[src/rtl/multicycle_controller_pkg.sv]
// Shared encodings for the multicycle controller: FSM states, opcodes and
// datapath select values.
package multicycle_controller_pkg;

    typedef enum logic [3:0] {
        S_FETCH,
        S_DECODE,
        S_MEMADR,
        S_MEMREAD,
        S_MEMWRITE,
        S_MEMWB,
        S_EXECUTER,
        S_EXECUTEI,
        S_ALUWB,
        S_BRANCH,
        S_JAL,
        S_JALR,
        S_LUI,
        S_AUIPC,
        S_ILLEGAL
    } state_t;

    localparam logic [6:0] OP_LOAD   = 7'b0000011;
    localparam logic [6:0] OP_STORE  = 7'b0100011;
    localparam logic [6:0] OP_RTYPE  = 7'b0110011;
    localparam logic [6:0] OP_ITYPE  = 7'b0010011;
    localparam logic [6:0] OP_BRANCH = 7'b1100011;
    localparam logic [6:0] OP_JAL    = 7'b1101111;
    localparam logic [6:0] OP_JALR   = 7'b1100111;
    localparam logic [6:0] OP_LUI    = 7'b0110111;
    localparam logic [6:0] OP_AUIPC  = 7'b0010111;

    typedef enum logic [1:0] {
        RES_ALUOUT    = 2'b00,
        RES_DATA      = 2'b01,
        RES_ALURESULT = 2'b10
    } result_src_t;

    typedef enum logic [1:0] {
        SRCA_PC    = 2'b00,
        SRCA_OLDPC = 2'b01,
        SRCA_RD1   = 2'b10
    } alu_src_a_t;

    typedef enum logic [1:0] {
        SRCB_RD2  = 2'b00,
        SRCB_IMM  = 2'b01,
        SRCB_FOUR = 2'b10
    } alu_src_b_t;

    typedef enum logic [1:0] {
        ALU_ADD   = 2'b00,
        ALU_SUB   = 2'b01,
        ALU_FUNCT = 2'b10,
        ALU_PASSB = 2'b11
    } alu_op_t;

    typedef enum logic [2:0] {
        IMM_I = 3'b000,
        IMM_S = 3'b001,
        IMM_B = 3'b010,
        IMM_J = 3'b011,
        IMM_U = 3'b100
    } imm_src_t;

endpackage

[src/rtl/multicycle_controller_imm_src_decoder.sv]
// Immediate-format select, decoded straight from the opcode in every state.
module imm_src_decoder
    import multicycle_controller_pkg::*;
(
    input  logic [6:0] op,
    output logic [2:0] imm_src
);

    always_comb begin
        imm_src = IMM_I;
        case (op)
            OP_STORE:         imm_src = IMM_S;
            OP_BRANCH:        imm_src = IMM_B;
            OP_JAL:           imm_src = IMM_J;
            OP_LUI, OP_AUIPC: imm_src = IMM_U;
            default:          imm_src = IMM_I;
        endcase
    end

endmodule

[src/rtl/multicycle_controller.sv]
// Multicycle RISC-V style control FSM with optional memory handshake,
// illegal-opcode trap and retired-instruction counter.
module multicycle_controller
    import multicycle_controller_pkg::*;
#(
    parameter bit          MEM_HANDSHAKE = 1'b1,
    parameter bit          TRAP_HALT     = 1'b0,
    parameter int unsigned CNT_W         = 32
) (
    input  logic             clk,
    input  logic             rst_n,
    input  logic [6:0]       op,
    input  logic             mem_ready,
    output logic             mem_req,
    output logic             IRWrite,
    output logic             PCUpdate,
    output logic             AdrSrc,
    output logic             Branch,
    output logic             RegWrite,
    output logic             MemWrite,
    output logic [1:0]       ResultSrc,
    output logic [1:0]       ALUSrcA,
    output logic [1:0]       ALUSrcB,
    output logic [1:0]       ALUOp,
    output logic [2:0]       ImmSrc,
    output logic             illegal_op,
    output logic             retired,
    output logic [CNT_W-1:0] retire_cnt
);

    state_t           state;
    state_t           state_next;
    logic             ready;
    logic             retire_now;
    logic [CNT_W-1:0] cnt_q;

    assign ready = MEM_HANDSHAKE ? mem_ready : 1'b1;

    imm_src_decoder u_imm_src_decoder (
        .op      (op),
        .imm_src (ImmSrc)
    );

    always_comb begin
        state_next = state;
        case (state)
            S_FETCH:    state_next = ready ? S_DECODE : S_FETCH;
            S_DECODE: begin
                case (op)
                    OP_LOAD, OP_STORE: state_next = S_MEMADR;
                    OP_RTYPE:          state_next = S_EXECUTER;
                    OP_ITYPE:          state_next = S_EXECUTEI;
                    OP_BRANCH:         state_next = S_BRANCH;
                    OP_JAL:            state_next = S_JAL;
                    OP_JALR:           state_next = S_JALR;
                    OP_LUI:            state_next = S_LUI;
                    OP_AUIPC:          state_next = S_AUIPC;
                    default:           state_next = S_ILLEGAL;
                endcase
            end
            S_MEMADR:   state_next = (op == OP_STORE) ? S_MEMWRITE : S_MEMREAD;
            S_MEMREAD:  state_next = ready ? S_MEMWB : S_MEMREAD;
            S_MEMWRITE: state_next = ready ? S_FETCH : S_MEMWRITE;
            S_EXECUTER, S_EXECUTEI, S_LUI, S_AUIPC, S_JAL:
                        state_next = S_ALUWB;
            S_JALR:     state_next = S_JAL;
            S_MEMWB, S_ALUWB, S_BRANCH:
                        state_next = S_FETCH;
            S_ILLEGAL:  state_next = TRAP_HALT ? S_ILLEGAL : S_FETCH;
            default:    state_next = S_FETCH;
        endcase
    end

    assign retire_now = (state == S_MEMWB) || (state == S_ALUWB) || (state == S_BRANCH)
                     || ((state == S_MEMWRITE) && ready);

    always_ff @(posedge clk) begin
        if (!rst_n) begin
            state <= S_FETCH;
            cnt_q <= '0;
        end else begin
            state <= state_next;
            if (retire_now) begin
                cnt_q <= cnt_q + CNT_W'(1);
            end
        end
    end

    // Decoded from state rather than registered: FETCH enables and the retire
    // pulse follow mem_ready in the same cycle, and reset must blank them at once.
    always_comb begin
        mem_req    = 1'b0;
        IRWrite    = 1'b0;
        PCUpdate   = 1'b0;
        AdrSrc     = 1'b0;
        Branch     = 1'b0;
        RegWrite   = 1'b0;
        MemWrite   = 1'b0;
        ResultSrc  = RES_ALUOUT;
        ALUSrcA    = SRCA_PC;
        ALUSrcB    = SRCB_RD2;
        ALUOp      = ALU_ADD;
        illegal_op = 1'b0;
        retired    = retire_now;
        retire_cnt = cnt_q;
        case (state)
            S_FETCH: begin
                mem_req   = 1'b1;
                IRWrite   = ready;
                PCUpdate  = ready;
                ALUSrcB   = SRCB_FOUR;
                ResultSrc = RES_ALURESULT;
            end
            S_DECODE: begin
                ALUSrcA = SRCA_OLDPC;
                ALUSrcB = SRCB_IMM;
            end
            S_MEMADR: begin
                ALUSrcA = SRCA_RD1;
                ALUSrcB = SRCB_IMM;
            end
            S_MEMREAD: begin
                mem_req = 1'b1;
                AdrSrc  = 1'b1;
            end
            S_MEMWRITE: begin
                mem_req  = 1'b1;
                AdrSrc   = 1'b1;
                MemWrite = 1'b1;
            end
            S_MEMWB: begin
                ResultSrc = RES_DATA;
                RegWrite  = 1'b1;
            end
            S_EXECUTER: begin
                ALUSrcA = SRCA_RD1;
                ALUOp   = ALU_FUNCT;
            end
            S_EXECUTEI: begin
                ALUSrcA = SRCA_RD1;
                ALUSrcB = SRCB_IMM;
                ALUOp   = ALU_FUNCT;
            end
            S_LUI: begin
                ALUSrcB = SRCB_IMM;
                ALUOp   = ALU_PASSB;
            end
            S_AUIPC: begin
                ALUSrcA = SRCA_OLDPC;
                ALUSrcB = SRCB_IMM;
            end
            S_ALUWB:   RegWrite = 1'b1;
            S_BRANCH: begin
                ALUSrcA = SRCA_RD1;
                ALUOp   = ALU_SUB;
                Branch  = 1'b1;
            end
            S_JALR: begin
                ALUSrcA = SRCA_RD1;
                ALUSrcB = SRCB_IMM;
            end
            S_JAL: begin
                ALUSrcA  = SRCA_OLDPC;
                ALUSrcB  = SRCB_FOUR;
                PCUpdate = 1'b1;
            end
            S_ILLEGAL: illegal_op = 1'b1;
            default: ;
        endcase
        if (!rst_n) begin
            mem_req    = 1'b0;
            IRWrite    = 1'b0;
            PCUpdate   = 1'b0;
            AdrSrc     = 1'b0;
            Branch     = 1'b0;
            RegWrite   = 1'b0;
            MemWrite   = 1'b0;
            ResultSrc  = '0;
            ALUSrcA    = '0;
            ALUSrcB    = '0;
            ALUOp      = '0;
            illegal_op = 1'b0;
            retired    = 1'b0;
            retire_cnt = '0;
        end
    end

endmodule

[config.mk]
export PLATFORM = sky130hd
export DESIGN_NAME = multicycle_controller
export DESIGN_NICKNAME = d
export VERILOG_FILES = /design/src/rtl/multicycle_controller_pkg.sv /design/src/rtl/multicycle_controller_imm_src_decoder.sv /design/src/rtl/multicycle_controller.sv
export SDC_FILE = /design/constraint.sdc
export NUM_CORES = 1
export LEC_CHECK = 0
export CAP_MARGIN = 20
export CORE_MARGIN = 2
export CORE_UTILIZATION = 25
export CTS_CLUSTER_SIZE = 8
export DETAILED_ROUTE_END_ITERATION = 10
export HOLD_SLACK_MARGIN = 0.12
export PLACE_DENSITY_LB_ADDON = 0.25
export SYNTH_ARGS = -nofsm -noshare
export SYNTH_HDL_FRONTEND = slang
export SYNTH_SLANG_ARGS = --single-unit
[constraint.sdc]
create_clock -name clk -period 4.1 [get_ports clk]
set_clock_uncertainty 0.15 [all_clocks]
set_input_delay 0.82 -clock clk [delete_from_list [all_inputs] [get_ports clk]]
set_output_delay 0.82 -clock clk [all_outputs]
set_load 0.005 [all_outputs]
# Word level (Yosys, flattened, before mapping)
# Cells that the tools add are included.
# totals
inputBits,10
word_cells,75
out_inout_bits,52
ff_bits,36
# op_classes
n_addsub,1
reduce_logical,16
mux,33
eq_ne,23
# op_table
operator,n
adder 32 x 1 -> 32 bit (second input constant),1
2-to-1 mux 32 bit,1
case mux 4 bit (8 select lines),1
equality test 4 bit (second input constant),7
case mux 4 bit (7 select lines),1
equality test 7 x 6 -> 1 bit (second input constant),3
equality test 7 bit (second input constant),3
2-to-1 mux 1 bit,17
equality test 4 x 3 -> 1 bit (second input constant),4
equality test 7 x 5 -> 1 bit (second input constant),2
case mux 2 bit (2 select lines),3
case mux 3 bit (4 select lines),1
OR reduction 2 bit,6
OR reduction 5 bit,2
2-to-1 mux 3 bit,3
equality test 4 x 2 -> 1 bit (second input constant),2
2-to-1 mux 2 bit,4
equality test 7 x 2 -> 1 bit (second input constant),1
case mux 2 bit (3 select lines),1
OR reduction 3 bit,2
OR reduction 6 bit,1
equality test 4 x 1 -> 1 bit (second input constant),1
zero test 4 bit,1
logical OR 1 bit,3
2 further kinds,2

# Logic depth before layout (Yosys ltp)
# Gate-level depths: netlist of run 1.
# depth
ltp_word,5
mapped_depth,8
depth_no_buf,6

# By module
# Synthesis of run 1 repeated with hierarchy kept, for this count alone.
# unflattened
hier_cells,331
area_unflattened_um2,2428.6
# by_module_without_submodules
mod,seq_area_each_um2,cells_each,instances,area_each_um2
multicycle_controller,720.7,323,1,2367.3
imm_src_decoder,0.0,8,1,61.3

# Least setup slack after synthesis of run 1
# OpenSTA, ideal clock, no wires.
# synth_path
path_kind,input to output
start,input port mem_ready
end,output port retired
setup_slack_ns,1.344
arrival_ns,1.786
cell_stages,4
path_buffers,1
required_ns,3.130
path_cell_list,or2_2 -> a21oi_2 -> clkbuf_1 -> nor3_1
# synth_via
elab_chain_cells,3
# synth_rtl
element,line,source
from (decl),multicycle_controller.sv:13,"input logic mem_ready,"
logical AND 1 bit,multicycle_controller.sv:75,|| ((state == S_MEMWRITE) && ready);
logical OR 1 bit,multicycle_controller.sv:75,
2-to-1 mux 1 bit,multicycle_controller.sv:170,if (!rst_n) begin
to (decl),multicycle_controller.sv:27,"output logic retired,"
# Every way passes these cells.

# Final worst setup path of run 1
# layout_path
start,input port op[2]
end,output port ImmSrc[0]
# layout_via
elab_chain_cells,3
word_cells_on_any_way,7
classes_between,eq/ne (5); mux (1); reduce/logical (1)
# layout_rtl
element,line,source
from (decl),multicycle_controller.sv:12,"input logic [6:0] op,"
equality test 7 x 6 -> 1 bit or equality test 7 x 5 -> 1 bit (tied branches),multicycle_controller_imm_src_decoder.sv:11,case (op)
OR reduction 2 bit,multicycle_controller_imm_src_decoder.sv:11,
case mux 3 bit (4 select lines) *,multicycle_controller_imm_src_decoder.sv:11,
to (decl),multicycle_controller.sv:25,"output logic [2:0] ImmSrc,"
# Every way passes the cells marked *; elsewhere a longest branch is shown, timed or not.

==> results.yml, run 1 <==
synth:
  yosys_top_cell_area_share_pct: 30.17
  library_cells_used_by_synthesis: 49
  synthTopCellsByArea: "sky130_fd_sc_hd__dfxtp_1 30%, sky130_fd_sc_hd__and2_1 8.4%, sky130_fd_sc_hd__nor2_1 7.4%, sky130_fd_sc_hd__xnor2_1 7.0%, sky130_fd_sc_hd__clkbuf_1 2.8%"
  syn_area_um2: 2389
  ys_dominant_reg_cell: "sky130_fd_sc_hd__dfxtp_1"
  synth_cells: 310
  yosysWarningCount: 0
  total_of_flip_flops_plus_latches_after_synthesis: 36
  post_synth.cell_area_avg_um2: 7.705
  ys_seq_area_share_pct: 30.17
  async_reset_ff_share_pct: 0
  synthesis.nets: 321
  synth_top_cell_by_area: "sky130_fd_sc_hd__dfxtp_1"
  synth-edff-count: 0
cts:
  root_buffer: "sky130_fd_sc_hd__clkbuf_8"
  cts.path.max_buffers: 2
  path_clk_slew_ns: 0.07
  postCtsHoldBufs: 0
  htreeDepth: 2
  cts_resized: 0
  tritoncts_num_sinks: 36
  clk-insertion-delay-late_ns: 0.28
  cts_tree: "built"
  cts.repair_timing.setup_buffer_count: 0
  cts_buffers: 5
die:
  die_h_um: 101.7
  core-area_um2: 9240
  dieArea_um2: 10350
  floorplan.die.width_um: 101.7
  design.portCount: 62
  initial_core_util_pct: 25.85
  num_rows: 35
critical_path:
  worst-endpoint-required_ns: 3.13
  cp_data_arrival_time_ns: 2.46
  critical-path-max-stage-delay_ns: 0.54
  cpMaxStageDelayCell: "sky130_fd_sc_hd__clkdlybuf4s50_1"
  critPathKind: "in -> out"
  critical_path_start_type: "input pin"
  critical_path.max_fanout: 9
  cp-end-kind: "output pin"
  critical_path.cell_chain: "clkdlybuf4s50_1, or3_1, a21oi_1, clkdlybuf4s50_1"
  cp_num_buf_inv: 2
  r2r_setup_slack_ns: 1.61
  worst_path_dominant_cell_family: "buffers and inverters"
  crit_path_frequent_cell: "sky130_fd_sc_hd__clkdlybuf4s50_1"
power:
  peak_supply_drop_v: 0.0002179
  power.density_cell_area_nw_per_um2: 351.2
  static-leakage-power_nw: 1.088
place:
  routability_driven_placement_congestion_ratio: 0.8527
  port-buffer-count: 61
  place.detailed.instances: 483
  post_dp_hpwl_um: 4659
global_routing:
  global_route.overflow_total: 0
  first_global_vias: 2194
  number_of_antenna_violations_at_the_first_check_in_global_routing: 0
  grt_util_all_layers_pct: 12.80
  grt_first_pass_wirelength_um: 10590
  pin_count_of_the_biggest_net_entering_global_routing: 28
routing:
  drt_iter0_markers: 51
  first_pass_iters: 4
  post_drt_wl_per_cell_um: 13.04
  dr_total_vias: 2272
  ant_nets: 0
  avgViaCountPerCell: 4.627
  routed_wl_um: 6404
  drc_errors: 0
cells_and_area:
  register_area_um2: 720.7
  final_layout_size_suffix_gt1_share_pct: 7.735
  layout.nets: 372
  final_layout_fill_cell_count: 1007
  area_delta_synth_final_pct: 33.37
  layout_commonest_cell: "sky130_fd_sc_hd__clkdlybuf4s50_1"
  layoutNonFillerInstCount: 491
  antenna-diode-count: 0
  most-common-layout-cells: "61 x sky130_fd_sc_hd__clkdlybuf4s50_1, 47 x sky130_fd_sc_hd__nor2_1, 36 x sky130_fd_sc_hd__dfxtp_1"
  multi_input_comb_area_um2: 1543
timing:
  finalSetupViolations: 0
  relSlewSlack_pct: 63.53
  hold_viol: 0
  worst_slew_pin_slew_ns: 0.5460
  layout_worst_path_cycle_share_pct: 83.70
  finalCriticalPeriod_ns: 3.432
  maximum_frequency_from_static_timing_analysis_mhz: 291.4
  rsz_0062_raised_after_global_routing: "false"
  setup_tns_ns: 0
  count_of_pins_over_their_slew_limit: 0
hold_path:
  worstHoldPathType: "reg -> reg"
outcome:
  status: "complete, no violations"
job:
  maxCapViolCount: 0
[synth_stat cells (all sizes together), types with 2 or more instances]
library cell,instances
nand3,11
nor2,47
nand2,15
nor4b,4
nand4,11
nor3b,3
a21oi,14
a31oi,3
xor2,6
and4,3
or2,3
or3,4
a21boi,2
nor3,12
nand3b,2
dfxtp,36
nor2b,8
clkbuf,18
buf,5
o21ai,6
inv,4
and2,33
o211ai,4
a22oi,2
o311ai,2
mux2,6
and3,6
xnor2,19
nor4,9
[cells by family (layout without fill, tap and decap cells)]
group | count (synthesis) | in the layout | share of synthesized area (%)
AND/OR/NAND/NOR | 176 | 176 | 41.49
AO/OA/AOI/OAI | 38 | 38 | 10.16
flip-flops | 36 | 36 | 30.17
buffers and inverters | 27 | 79 | 5.238
XOR/XNOR | 25 | 25 | 9.167
multiplexers | 7 | 7 | 3.248
adder cells (fa/ha/maj) | 1 | 1 | 0.5238
[metrics by stage]
step                setup slack, ns  power, mW  instance area [um2]  hold WS (ns)  utilization, %
global route                 0.5307      1.205                 3186        0.4321           34.48
floorplan                     1.344     0.6960                 2389        0.3286               -
global placement             0.6740     0.8752                 3095        0.3668           33.50
detailed placement           0.6761     0.8701                 3095        0.3640           33.50
finish                       0.6683      1.119                 3186        0.3884           34.48
CTS                          0.6631      1.137                 3186        0.3907           34.48
[layer usage]
layer  vias to the layer above  routed length [um]  global-route usage, %
li1                       1184                   -                      -
met1                      1043                3237                  17.29
met2                        40                2856                  20.19
met3                         5                 225                  2.484
met4                         0                  84                  4.782
met5                         -                   0                      0
[final timing paths]
check	start	cells past startpoint	to
max reg2reg	state[3]$_SDFF_PN0_	6	cnt_q[29]$_SDFFE_PN0N_
min reg2reg	cnt_q[16]$_SDFFE_PN0N_	2	cnt_q[16]$_SDFFE_PN0N_
max	op[2]	4	ImmSrc[0]
min	cnt_q[16]$_SDFFE_PN0N_	2	cnt_q[16]$_SDFFE_PN0N_
[worst register-to-register path: stages (launching register included)]
cell and delay, ns:
sky130_fd_sc_hd__dfxtp_1 0.63, sky130_fd_sc_hd__nor2b_1 0.53, sky130_fd_sc_hd__a21oi_2 0.07, sky130_fd_sc_hd__buf_4 0.24, sky130_fd_sc_hd__nor3_4 0.30, sky130_fd_sc_hd__nand4_1 0.14, sky130_fd_sc_hd__mux2_1 0.31
[registers in the layout, summed over array words and instances, names as in the netlist]
register  cells
cnt_q        32
state         4
[power breakdown]
part	switching, mW	leakage (nW)	total, mW	internal, mW
logic	0.239	0.752	0.437	0.198
registers	0.0560	0.290	0.424	0.368
clock network	0.121	0.0455	0.258	0.137
total	0.416	1.09	1.12	0.703
[cell type report]
type | instances | area share (%)
Clock buffer | 8 | 2.828
Inverter | 4 | 0.4713
Tap cell | 129 | 5.067
Multi-Input combinational cell | 247 | 48.43
Timing Repair Buffer | 67 | 20.58
Sequential cell | 36 | 22.62
No activity file was read; power rests on OpenSTA's default activity.
==> inputs of run 2 (changes only) <==
clock period = 3.15 ns   (was 4.1 ns; I/O delays follow)
==> run 2 against run 1 <==
  * Cell count increased by 0.81%
  * First-iteration DRC count increased by 49%
  * Via count increased by 1.9%
  * Hold slack worse by 0.021 ns
  * Utilization rose by 0.66 points
  * Clock power increased by 36%
  * Largest power group unchanged
  * Largest cell class unchanged
  * Sequential share of layout area decreased by 0.43 points
  * Critical path type unchanged
==> results.yml, run 2 (synthesized netlist as in run 1, its figures left out) <==
critical_path:
  critical_path.max_fanout: 27
  cp-end-kind: "output pin"
  worst_path_dominant_cell_family: "buffers and inverters"
  critPathKind: "in -> out"
  crit_path_frequent_cell: "sky130_fd_sc_hd__clkdlybuf4s50_1"
  cp_data_arrival_time_ns: 2.24
  reg2regPathDepth: 7
  critical_path_start_type: "input pin"
  worst-endpoint-required_ns: 2.37
  startpoint_of_the_most_critical_setup_path: "rst_n"
  r2r_end: "cnt_q[29]$_SDFFE_PN0N_"
  cpMaxStageDelayCell: "sky130_fd_sc_hd__clkdlybuf4s50_1"
  depth_of_the_critical_timing_path_with_buffers_and_inverters_included: 5
  cp_num_buf_inv: 3
  r2r_start: "state[3]$_SDFF_PN0_"
  r2r_setup_slack_ns: 0.83
  critical_path.cell_chain: "clkdlybuf4s50_1, buf_4, nand2_1, nor2_1, clkdlybuf4s50_1"
  critical-path-max-stage-delay_ns: 0.54
die:
  dieArea_um2: 10350
  design.portCount: 62
  die_h_um: 101.7
  core-area_um2: 9240
  num_rows: 35
  floorplan.die.width_um: 101.7
  initial_core_util_pct: 25.85
cells_and_area:
  most-common-layout-cells: "61 x sky130_fd_sc_hd__clkdlybuf4s50_1, 47 x sky130_fd_sc_hd__nor2_1, 36 x sky130_fd_sc_hd__dfxtp_1"
  final_layout_fill_cell_count: 996
  reg.largest.list: "cnt_q x32, state x4"
  max_flop_register: "cnt_q"
  layout_commonest_cell: "sky130_fd_sc_hd__clkdlybuf4s50_1"
  layout.nets: 377
  final_layout_size_suffix_gt1_share_pct: 9.563
  antenna-diode-count: 0
  layoutNonFillerInstCount: 495
  number_of_flip_flops_in_the_largest_register: 32
  area_delta_synth_final_pct: 35.93
cts:
  clk-insertion-delay-late_ns: 0.29
  cts_resized: 0
  tritoncts_num_sinks: 36
  path_clk_slew_ns: 0.07
  cts_tree: "built"
  root_buffer: "sky130_fd_sc_hd__clkbuf_8"
  cts_buffers: 5
  postCtsHoldBufs: 0
  cts.path.max_buffers: 2
  htreeDepth: 2
  cts.repair_timing.setup_buffer_count: 0
hold_path:
  hold_depth: 2
  worstHoldPathType: "reg -> reg"
  hp-start: "cnt_q[1]$_SDFFE_PN0N_"
  worstHoldEndpoint: "cnt_q[1]$_SDFFE_PN0N_"
global_routing:
  global_route.overflow_total: 0
  grt_util_all_layers_pct: 12.85
  number_of_antenna_violations_at_the_first_check_in_global_routing: 0
  first_global_vias: 2263
  grt_first_pass_wirelength_um: 10700
  pin_count_of_the_biggest_net_entering_global_routing: 28
job:
  maxCapViolCount: 0
outcome:
  status: "complete, no violations"
timing:
  finalCriticalPeriod_ns: 3.023
  setup_tns_ns: 0
  finalSetupViolations: 0
  hold_viol: 0
  count_of_pins_over_their_slew_limit: 0
  relSlewSlack_pct: 64.45
  worst_slew_pin_slew_ns: 0.5277
  fin_worst_hold_slack_ns: 0.3669
  layout_worst_path_cycle_share_pct: 95.96
  maximum_frequency_from_static_timing_analysis_mhz: 330.8
  rsz_0062_raised_after_global_routing: "false"
routing:
  routed_wl_um: 6369
  met3RoutedLength_um: 227
  first_pass_iters: 4
  avgViaCountPerCell: 4.677
  ant_nets: 0
  met2WireLength_um: 2889
  dr_total_vias: 2315
  drt_iter0_markers: 76
  m1WireLength_um: 3158
  post_drt_wl_per_cell_um: 12.87
  highest_layer: "met4"
  drc_errors: 0
place:
  post_dp_hpwl_um: 4741
  routability_driven_placement_congestion_ratio: 0.8443
  place.detailed.instances: 488
  port-buffer-count: 61
power:
  power.density_cell_area_nw_per_um2: 462.6
  static-leakage-power_nw: 1.124
  peak_supply_drop_v: 0.0003034
run 2: area by class of cell:
| cell class | count | area (um2) | share of cell area (%) |
|---|---|---|---|
| inverter | 4 | 15.01 | 0.4624 |
| multi-input combinational | 247 | 1548 | 47.67 |
| tap | 129 | 161.4 | 4.971 |
| sequential | 36 | 720.7 | 22.20 |
| timing repair buffer | 72 | 705.7 | 21.73 |
| clock buffer | 7 | 96.34 | 2.967 |
run 2: through the flow:
stage	utilization [%]	total power, mW	setup slack, ns	area, um2
6_report	35.14	1.502	0.1271	3247
3_3_place_gp	34.04	1.155	0.1070	3146
4_1_cts	35.08	1.512	0.09181	3242
2_1_floorplan	-	0.9059	0.7736	2389
5_1_grt	35.14	1.603	0.01762	3247
3_5_place_dp	34.04	1.155	0.1188	3146
run 2: tightest hold or removal path: stages (launching register included):
cell                      delay [ns]
sky130_fd_sc_hd__dfxtp_1        0.33
sky130_fd_sc_hd__o21ai_0        0.08
sky130_fd_sc_hd__a21oi_1        0.06
run 2: worst max-delay path by stage:
stage	slack, ns	endpoint
2_1_floorplan	0.77	retired
3_3_place_gp	0.11	ALUSrcB[1]
3_5_place_dp	0.12	ALUSrcB[1]
5_1_grt	0.02	retired
6_report	0.13	ALUOp[1]
4_1_cts	0.09	ALUSrcB[1]
run 2: power breakdown:
part	leakage, nW	internal [mW]	switching (mW)
registers	0.290	0.479	0.0750
clock network	0.0503	0.195	0.155
logic	0.783	0.275	0.323
total	1.12	0.949	0.553
run 2: per-layer routing:
layer  track usage (%)  up-vias
met4             4.054        0
met1             17.11     1071
met5                 0        -
li1                  -     1196
met2             20.90       41
met3             2.553        7
==> inputs of run 3 (changes only) <==
ABC_AREA = 0   (was not set)
CORE_ASPECT_RATIO = 1.1   (was not set)
==> run 3 against run 2 <==
  * Combinational power barely moved
  * Global-route usage fell by 0.54 points
  * Sequential cell count did not move
  * Hold slack improved by 0.014 ns
  * Critical path depth fell by 1
  * Maximum frequency rose by 1.2%
  * Utilization fell by 0.35 points
  * Clock-buffer cell count fell by 1
  * Cell count fell by 1.6%
  * Largest cell class unchanged
  * Highest routed layer unchanged
==> results.yml, run 3 (synthesized netlist as in run 1, its figures left out) <==
routing:
  dr_total_vias: 2353
  first_pass_iters: 4
  ant_nets: 0
  post_drt_wl_per_cell_um: 12.94
  avgViaCountPerCell: 4.832
  drc_errors: 0
  drt_iter0_markers: 90
  routed_wl_um: 6303
power:
  pwr-share-clk_pct: 22.9
  post-layout-total-power_mw: 1.497
  peak_supply_drop_v: 0.0002698
  p_sw_share_pct: 37.52
  power.density_cell_area_nw_per_um2: 462.4
  internal_power_mw: 0.9351
  share_comb_of_total_power_pct: 39.9
  pwr-share-seq_pct: 37.1
  power.switching_mw: 0.5616
  static-leakage-power_nw: 1.135
global_routing:
  global_route.overflow_total: 0
  number_of_antenna_violations_at_the_first_check_in_global_routing: 0
  pin_count_of_the_biggest_net_entering_global_routing: 23
  first_global_vias: 2205
  grt_util_all_layers_pct: 12.31
  grt_first_pass_wirelength_um: 10650
cells_and_area:
  max_flop_register: "cnt_q"
  final_layout_fill_cell_count: 971
  final_layout_size_suffix_gt1_share_pct: 10.81
  layout_commonest_cell: "sky130_fd_sc_hd__clkdlybuf4s50_1"
  reg.largest.list: "cnt_q x32, state x4"
  most-common-layout-cells: "61 x sky130_fd_sc_hd__clkdlybuf4s50_1, 46 x sky130_fd_sc_hd__nor2_1, 35 x sky130_fd_sc_hd__dfxtp_1"
  antenna-diode-count: 0
  area_delta_synth_final_pct: 35.52
  layout.nets: 380
  number_of_flip_flops_in_the_largest_register: 32
timing:
  maximum_frequency_from_static_timing_analysis_mhz: 334.8
  rsz_0062_raised_after_global_routing: "false"
  worst_slew_pin_slew_ns: 0.5561
  layout_worst_path_cycle_share_pct: 94.83
  final.setup.worst_slack_ns: 0.1628
  relSlewSlack_pct: 62.88
  count_of_pins_over_their_slew_limit: 0
  finalSetupViolations: 0
  finalCriticalPeriod_ns: 2.987
  fin_worst_hold_slack_ns: 0.3809
  setup_tns_ns: 0
  hold_viol: 0
die:
  die_h_um: 106.5
  initial_core_util_pct: 25.67
  design.portCount: 62
  floorplan.die.width_um: 97.20
  core-area_um2: 9305
  num_rows: 37
  dieArea_um2: 10350
cts:
  htreeDepth: 2
  clk-insertion-delay-late_ns: 0.29
  root_buffer: "sky130_fd_sc_hd__clkbuf_8"
  path_clk_slew_ns: 0.07
  cts_tree: "built"
  tritoncts_num_sinks: 36
  cts.path.max_buffers: 2
  cts_buffers: 5
  cts.repair_timing.setup_buffer_count: 0
critical_path:
  cp_data_arrival_time_ns: 2.21
  critical_path.max_fanout: 5
  critical_path_start_type: "input pin"
  critical_path.cell_chain: "clkdlybuf4s50_1, or3_1, a21oi_1, clkdlybuf4s50_1"
  worst_path_dominant_cell_family: "buffers and inverters"
  critPathKind: "in -> out"
  crit_path_frequent_cell: "sky130_fd_sc_hd__clkdlybuf4s50_1"
  cp_num_buf_inv: 2
  cpMaxStageDelayCell: "sky130_fd_sc_hd__clkdlybuf4s50_1"
  cp-end-kind: "output pin"
  worst-endpoint-required_ns: 2.37
  critical-path-max-stage-delay_ns: 0.52
hold_path:
  worstHoldPathType: "reg -> reg"
outcome:
  status: "complete, no violations"
place:
  port-buffer-count: 61
  routability_driven_placement_congestion_ratio: 0.7601
  post_dp_hpwl_um: 4692
  dpl_worst_slack_ns: 0.1631
job:
  maxCapViolCount: 0
[run 3: final timing paths]
| check | end | start | slack (ns) | depth (start not counted) |
|---|---|---|---|---|
| max | ImmSrc[0] | op[3] | 0.16 | 4 |
| min | cnt_q[1]$_SDFFE_PN0N_ | cnt_q[1]$_SDFFE_PN0N_ | 0.38 | 2 |
| max reg2reg | cnt_q[29]$_SDFFE_PN0N_ | state[3]$_SDFF_PN0_ | 0.81 | 7 |
| min reg2reg | cnt_q[1]$_SDFFE_PN0N_ | cnt_q[1]$_SDFFE_PN0N_ | 0.38 | 2 |
[run 3: area by class of cell]
| cell class | instances | area [um2] | area share (%) |
|---|---|---|---|
| clock buffer | 6 | 82.58 | 2.551 |
| tap | 117 | 146.4 | 4.523 |
| multi-input combinational | 247 | 1545 | 47.74 |
| timing repair buffer | 75 | 715.7 | 22.11 |
| sequential | 36 | 721.9 | 22.30 |
| inverter | 4 | 15.01 | 0.4639 |
| clock inverter | 2 | 10.01 | 0.3092 |
[run 3: repair_timing]
item / CTS / global route
hold endpoints to repair: 0 / 0
hold buffers: 0 / 0
setup endpoints to repair: 0 / 1
gates resized for setup: 0 / 2
[run 3: routing by layer]
| layer | wire (um) | part of all wire [%] | global-route usage (%) |
|---|---|---|---|
| met5 | 0 | 0 | 0 |
| met4 | 82 | 1.3 | 3.320 |
| met3 | 250 | 4.0 | 2.696 |
| met2 | 3017 | 48 | 21.13 |
| met1 | 2952 | 47 | 15.58 |
[run 3: power by group through the flow]
stage | clock network [mW] | registers (mW) | logic (mW)
final | 0.343 | 0.556 | 0.598
after floorplan | 0 | 0.500 | 0.406
after global placement | 0 | 0.561 | 0.591
after global routing | 0.374 | 0.567 | 0.661
after detailed placement | 0 | 0.562 | 0.595
after CTS | 0.357 | 0.551 | 0.598
[run 3: worst reg2reg max path, stage by stage, from the launching register on]
cell	delay (ns)
sky130_fd_sc_hd__dfxtp_1	0.67
sky130_fd_sc_hd__nor2b_1	0.23
sky130_fd_sc_hd__buf_4	0.17
sky130_fd_sc_hd__a21oi_2	0.05
sky130_fd_sc_hd__buf_4	0.22
sky130_fd_sc_hd__nor3_4	0.29
sky130_fd_sc_hd__nand4_1	0.14
sky130_fd_sc_hd__mux2_1	0.32
[run 3: metrics by stage]
step | cell area [um2] | util (%) | cells
after floorplan | 2389 | - | 310
after global placement | 3141 | 33.75 | 479
after detailed placement | 3141 | 33.75 | 479
after CTS | 3233 | 34.75 | 487
after global routing | 3237 | 34.79 | 487
final | 3237 | 34.79 | 487
